===== src/rtl/led_pattern_gen.sv =====
// Multi-channel LED driver: each channel is independently OFF, ON, BLINK or
// retriggerable STRETCH, configured through a single-cycle write port.
module led_pattern_gen #(
    parameter int              N_CH       = 4,
    parameter int              CNT_W      = 32,
    parameter longint unsigned DEF_PERIOD = 1_000_000_000,
    parameter longint unsigned DEF_ON     = 500_000_000
) (
    input  logic                                         clk,
    input  logic                                         reset,
    input  logic                                         cfg_we,
    input  logic [((N_CH > 1) ? $clog2(N_CH) : 1)-1:0]   cfg_ch,
    input  logic [1:0]                                   cfg_mode,
    input  logic [CNT_W-1:0]                             cfg_period,
    input  logic [CNT_W-1:0]                             cfg_on,
    input  logic                                         sync,
    input  logic [N_CH-1:0]                              trig_in,
    output logic [N_CH-1:0]                              led_out
);

    localparam int CH_W = (N_CH > 1) ? $clog2(N_CH) : 1;
    localparam logic [CNT_W-1:0] DEF_PERIOD_C = CNT_W'(DEF_PERIOD);
    localparam logic [CNT_W-1:0] DEF_ON_C     = CNT_W'(DEF_ON);

    typedef enum logic [1:0] {
        MODE_OFF     = 2'd0,
        MODE_ON      = 2'd1,
        MODE_BLINK   = 2'd2,
        MODE_STRETCH = 2'd3
    } mode_t;

    generate
        for (genvar gi = 0; gi < N_CH; gi++) begin : g_ch
            localparam logic [CH_W-1:0] CH_IDX = CH_W'(gi);

            mode_t            mode_reg, mode_next;
            logic [CNT_W-1:0] period_reg, period_next;
            logic [CNT_W-1:0] on_reg, on_next;
            logic [CNT_W-1:0] cnt_reg, cnt_next;
            logic             active_reg, active_next;
            logic             led_reg, led_next;
            logic             trig_q_reg;
            logic             rise;
            logic             cfg_hit;

            assign rise    = trig_in[gi] & ~trig_q_reg;
            assign cfg_hit = cfg_we && (cfg_ch == CH_IDX);

            always_comb begin
                mode_next   = mode_reg;
                period_next = period_reg;
                on_next     = on_reg;
                cnt_next    = cnt_reg;
                active_next = active_reg;
                led_next    = 1'b0;

                case (mode_reg)
                    MODE_OFF: begin
                        led_next    = 1'b0;
                        cnt_next    = '0;
                        active_next = 1'b0;
                    end
                    MODE_ON: begin
                        led_next    = 1'b1;
                        cnt_next    = '0;
                        active_next = 1'b0;
                    end
                    MODE_BLINK: begin
                        led_next    = (cnt_reg < on_reg);
                        cnt_next    = (cnt_reg == period_reg) ? '0 : cnt_reg + CNT_W'(1);
                        active_next = 1'b0;
                    end
                    MODE_STRETCH: begin
                        // cnt counts elapsed high cycles and parks at on once the pulse ends
                        if (rise && (on_reg != '0)) begin
                            led_next    = 1'b1;
                            cnt_next    = CNT_W'(1);
                            active_next = 1'b1;
                        end else if (active_reg && (cnt_reg < on_reg)) begin
                            led_next    = 1'b1;
                            cnt_next    = cnt_reg + CNT_W'(1);
                        end else begin
                            led_next    = 1'b0;
                            active_next = 1'b0;
                        end
                    end
                    default: begin
                        led_next = 1'b0;
                    end
                endcase

                if (sync) begin
                    cnt_next    = '0;
                    active_next = 1'b0;
                end

                if (cfg_hit) begin
                    mode_next   = mode_t'(cfg_mode);
                    period_next = cfg_period;
                    on_next     = cfg_on;
                    cnt_next    = '0;
                    active_next = 1'b0;
                end
            end

            always_ff @(posedge clk) begin
                if (reset) begin
                    mode_reg   <= MODE_BLINK;
                    period_reg <= DEF_PERIOD_C;
                    on_reg     <= DEF_ON_C;
                    cnt_reg    <= '0;
                    active_reg <= 1'b0;
                    led_reg    <= 1'b0;
                    trig_q_reg <= 1'b0;
                end else begin
                    mode_reg   <= mode_next;
                    period_reg <= period_next;
                    on_reg     <= on_next;
                    cnt_reg    <= cnt_next;
                    active_reg <= active_next;
                    led_reg    <= led_next;
                    trig_q_reg <= trig_in[gi];
                end
            end

            assign led_out[gi] = led_reg;
        end
    endgenerate

endmodule


===== config.mk =====
export PLATFORM = sky130hd
export DESIGN_NAME = led_pattern_gen
export DESIGN_NICKNAME = d
export VERILOG_FILES = /design/src/rtl/led_pattern_gen.sv
export SDC_FILE = /design/constraint.sdc
export NUM_CORES = 1
export LEC_CHECK = 0
export CORE_MARGIN = 2
export CORE_UTILIZATION = 40
export CTS_CLUSTER_DIAMETER = 80
export DETAILED_ROUTE_END_ITERATION = 6
export PLACE_DENSITY = 0.6
export SLEW_MARGIN = 20
export SYNTH_ARGS = -nofsm -noshare
export SYNTH_HDL_FRONTEND = slang
export SYNTH_SLANG_ARGS = --single-unit
export TNS_END_PERCENT = 50

===== constraint.sdc =====
create_clock -name clk -period 3.2 [get_ports clk]
set_clock_uncertainty 0.05 [all_clocks]
set_input_delay 0.48 -clock clk [delete_from_list [all_inputs] [get_ports clk]]
set_output_delay 0.48 -clock clk [all_outputs]
set_load 0.03 [all_outputs]

After elaboration in Yosys (flattened, before gate mapping)
Index checks and enable logic that the tools add are counted.
W data, S select, Z words.

storage, ports and cells
  register bits after elaboration = 404
  input port bits = 76
  output and inout port bits = 4

operators by class
  $add $sub $neg = 4
  magnitude comparators = 4
  equality and inequality tests = 27
  multiplexer cells = 40
  bitwise operators = 8
  reduce and logical (&&, ||, !) cells = 33

operators with widths
  operator                 number
  $mux W32                 12
  $pmux W32 S3             4
  $add A32 B1 Y32 const B  4
  $eq A32 B32 Y1           4
  $lt A32 B32 Y1           4
  $reduce_bool A32 Y1      4
  $ne A3 B3 Y1 const B     8
  $reduce_or A3 Y1         8
  $eq A2 B2 Y1 const B     10
  $mux W1                  16
  $pmux W1 S4              4
  $logic_and A1 B1 Y1      12
  $eq A2 B1 Y1 const B     5
  $logic_not A2 Y1         5
  $pmux W1 S2              4
  $reduce_or A2 Y1         4
  $and A1 B1 Y1            4
  $not A1 Y1               4

Depth between registers and ports, before layout
  depth after elaboration = 5
  depth in mapped cells = 11

Least setup slack after synthesis
OpenSTA, ideal clock, no wires.

  path type = register to register
  start = reg g_ch[0].on_reg[30]
  end = reg g_ch[0].cnt_reg[23]
  setup time = 70 ps
  data arrival time = 2365 ps
  setup slack = 714 ps
  cell stages (with the launch flop) = 11
  clock period less this slack = 2486 ps
  path through = dfxtp_1 > inv_1 > ha_1 > a21oi_1 > nand2_1 > a221o_1 > nor3_4 > a31oi_4 > buf_6 > or4_1 > a21oi_1

between the ends
  longest elaborated chain between the ends = 4
  elaborated cells on any way between the ends = 7
  those cells by class = order compare: 1; eq/ne: 1; mux: 2; reduce/logical: 3

RTL lines
  element                                                                 line  text
  start, declared                                                         38    logic [CNT_W-1:0] on_reg, on_next;
  start signal, assigned                                                  118   on_reg <= on_next;
  parallel branches: the longest is 4 deep, another holds $lt A32 B32 Y1  --
  end signal, assigned                                                    119   cnt_reg <= cnt_next;
  end, declared                                                           39    logic [CNT_W-1:0] cnt_reg, cnt_next;

Parallel ways; which one is timed is not known.
A chain may end at the register's enable or synchronous reset.

Worst setup path after layout
  start = reg g_ch[0].on_reg[31]
  end = reg g_ch[0].cnt_reg[23]

Same word-level chain as after synthesis.

==> summary.md <==
| Metric | Value |
|---|---|
| Syn Area/Cell | `7.87 µm²` |
| WHS | `around 0.32 ns` |
| Post-synth top cells | `nand2_1, dfxtp_1, a21oi_1` |
| WL/cell | `20.8 µm` |
| Initial antenna violation count | `0` |
| P_leak | `10.2 nW` |
| Fmax | `roughly 350 MHz` |
| Routed wire length | `73700 µm` |
| Max-slew violation count | `0` |
| Slew Limit Headroom | `0.387` |
| Seq pwr share | `0.440` |
| Crit end category | `flip-flop` |
| Max-cap viol count | `0` |
| Largest family of logic cells by synthesized area | `simple AND/OR/NAND/NOR gates` |
| Share of the yosys chip area belonging to registers | `0.374` |
| Syn Inst Count | `around 2.7k` |
| Setup Viol. Count Final | `0` |
| Core box area | `between 50000 and 60000 µm²` |
| Synth area leader | `dfxtp_1` |
| CP Max Fanout | `46` |
| Power per Cell Area | `481 nW/µm²` |
| Reg2reg path depth | `10` |
| Synth Area in Compound Gates | `0.142` |
| Max stage delay on crit path | `0.51 ns` |
| WP data required | `3.65 ns` |
| Mux share of post-synthesis cell area | `0.0357` |
| FF-to-FF End | `g_ch[0].cnt_reg[23]$_SDFFE_PP0P_` |
| Crit Path Category | `flip-flop to flip-flop` |
| Fin cells | `around 3.5k` |
| Crit path arrival time | `3.32 ns` |
| Synth Area in Simple Gates | `0.268` |
| Hold Crit Class | `primary input to flip-flop` |
| Placer Congestion | `0.884` |
| Worst r2r src | `g_ch[0].on_reg[31]$_SDFFE_PP0P_` |
| Initial Util | `0.403` |
| PnR worst setup slack | `0.334 ns` |
| RSZ-0062 raised after global routing | `no` |
| Root Driver | `clkbuf_16` |
| DP Cell Count | `3459` |
| Clock Latency Late Sink | `0.58 ns` |
| Hold Path Depth | `2` |
| Final period utilization | `0.896` |
| Total gr overflow | `0` |
| DR vias/cell | `5.62` |
| Hold path start | `reset` |
| H-tree levels | `2` |
| Pint | `between 0.009 and 0.01 W` |
| Status | `complete, no violations` |
| Port Buffers | `79` |
| Worst R2R Setup Slack | `0.33 ns` |
| Hold Crit Endpoint | `g_ch[2].on_reg[6]$_SDFFE_PP0P_` |
| CTS resizes | `0` |
| Largest net degree at the start of global routing | `74` |
| CTS Buffer Depth | `3` |
| Number of enable flip-flop cells after synthesis | `0` |
| Num CTS Buffers | `45` |
| Clk pin slew, worst setup/hold paths | `0.06 ns` |
| Final min period | `2.87 ns` |
| Die Width | `around 240 µm` |
| DP Wirelength | `53300 µm` |
| First-pass GRT wire length | `~110000 µm` |
| Switch Pwr | `0.00304 W` |
| Post-Route Setup TNS | `0 ns` |
| CTS tree | `yes` |
| Crit-path slowest cell | `or4_1` |
| All-Layer GR Usage | `0.259` |
| Share of the synthesized area in the top cell type | `0.374` |
| Synth warnings | `0` |
| Cts hold-fix bufs | `0` |
| Asr flop ratio synth | `0` |
| Ys flop type | `dfxtp_1` |
| Net Sw Frac | `0.252` |
| Net count, final | `3015` |
| IR drop worst, VDD | `0.314 mV` |
| Post-Synth XOR/XNOR Area | `0.0523` |
| Final hold vios | `0` |
| Die Ht | `236 µm` |
| Dpl ws | `0.285 ns` |
| Post-CTS setup buffer count | `0` |
| Share of layout cells above drive strength 1 | `0.0692` |
| Clock share of power | `0.473` |
| Logic gate share of total power | `0.087` |
| Most common cell in the netlist | `nand2_1` |
| Area of the die | `roughly 56000 µm²` |
| Post-synthesis instance area | `21600 µm²` |
| Post-Synth Adder-Cell Area | `0.0741` |
| Layout overhead on the synthesized area | `16.1%` |
| Worst Setup Start Kind | `flip-flop` |
| Cell Chain, Critical Path | `inv_1 > ha_1 > nand4_1 > nor2_1 > a221o_1 > nor3_4 > a31oi_4 > buf_12 > or4_1 > a21oi_1` |
| Antenna-violating nets left | `0` |
| Routed vias | `19.9k` |
| Synth area leaders | `dfxtp_1, nand2_1, ha_1` |
| DRC viols | `0` |
| Iter 0 DRT Violations | `2084` |
| Number of global-route vias before repair | `18.7k` |
| Total design power | `around 0.012 W` |
| Row count | `between 80 and 90` |
| Post-Syn Nets | `2950` |
| Top-Level Pins | `80` |
| Yosys cell types | `69` |
| Clk sinks | `404` |
| DRT Pass-1 Iters | `6` |
| FF+latch count, synth | `around 400` |
| Least-Margin Pin Slew | `0.918 ns` |
worst max-delay path by stage:
| stage | end | from | slack (ns) |
|---|---|---|---|
| 3_5_place_dp | g_ch[2].cnt_reg[22]$_SDFFE_PP0P_ | g_ch[2].on_reg[2]$_SDFFE_PP0P_ | 0.28 |
| 4_1_cts | g_ch[2].cnt_reg[22]$_SDFFE_PP0P_ | g_ch[2].on_reg[2]$_SDFFE_PP0P_ | 0.27 |
| 3_3_place_gp | g_ch[1].cnt_reg[29]$_SDFFE_PP0P_ | cfg_ch[0] | 0.39 |
| 6_report | g_ch[0].cnt_reg[23]$_SDFFE_PP0P_ | g_ch[0].on_reg[31]$_SDFFE_PP0P_ | 0.33 |
| 5_1_grt | g_ch[2].cnt_reg[22]$_SDFFE_PP0P_ | g_ch[2].on_reg[2]$_SDFFE_PP0P_ | 0.09 |
| 2_1_floorplan | g_ch[0].cnt_reg[23]$_SDFFE_PP0P_ | g_ch[0].on_reg[30]$_SDFFE_PP0P_ | 0.71 |
logic make-up (layout without fill, tap and decap cells):
group | Yosys count | in the layout
AOI/OAI and AO/OA | 514 | 514
xor gates and xnor gates | 129 | 129
adders and majority gates | 128 | 128
buffers and inverters | 292 | 391
DFF | 404 | 404
muxes | 77 | 77
other | 0 | 1
and+or+nand+nor | 1202 | 1202
routing by layer:
metal | global-route usage | part of all wire
met1 | 0.356 | 0.45
met2 | 0.403 | 0.44
met3 | 0.0312 | 0.063
met4 | 0.122 | 0.048
met5 | 0 | 0
layout by cell type, fill, tap and decap left out, types with 71 or more instances in the layout:
| master | count |
|---|---|
| a21oi_1 | 303 |
| buf_4 | 76 |
| clkdlybuf4s50_1 | 78 |
| dfxtp_1 | 404 |
| ha_1 | 128 |
| inv_1 | 145 |
| mux2i_1 | 77 |
| nand2_1 | 668 |
| nand2b_1 | 71 |
| nand3b_1 | 83 |
| xor2_1 | 129 |
power by group through the flow:
stage                     clock network [W]  logic [W]  registers, W
after floorplan                           0   0.000585       0.00537
after global placement                    0    0.00100       0.00541
after detailed placement                  0    0.00103       0.00541
after CTS                           0.00580    0.00103       0.00530
after global routing                0.00597    0.00113       0.00532
final                               0.00570    0.00105       0.00531
critical path, delay by kind of cell (launching register included):
| kind | cells | cell delay [ns] |
|---|---|---|
| and+or+nand+nor | 4 | 1.03 |
| AOI/OAI and AO/OA | 3 | 0.69 |
| DFF | 1 | 0.41 |
| adders and majority gates | 1 | 0.31 |
| buffers and inverters | 2 | 0.28 |
final cells by class:
cell class	count	area, µm²
fillers	5294	28500
multi-input cells	2050	12400
flip-flops and latches	404	8090
repair buffers	165	1570
clock buffers	52	1220
well taps	696	871
inverters	145	544
clock inverters	29	390
diodes	1	2.50
metrics by stage:
| step | utilization | area [µm²] |
|---|---|---|
| after floorplan | - | 21600 |
| after global placement | 0.437 | 23400 |
| after detailed placement | 0.437 | 23400 |
| after CTS | 0.468 | 25100 |
| after global routing | 0.468 | 25100 |
| final | 0.468 | 25100 |
Power figures use the tool's default switching activity.
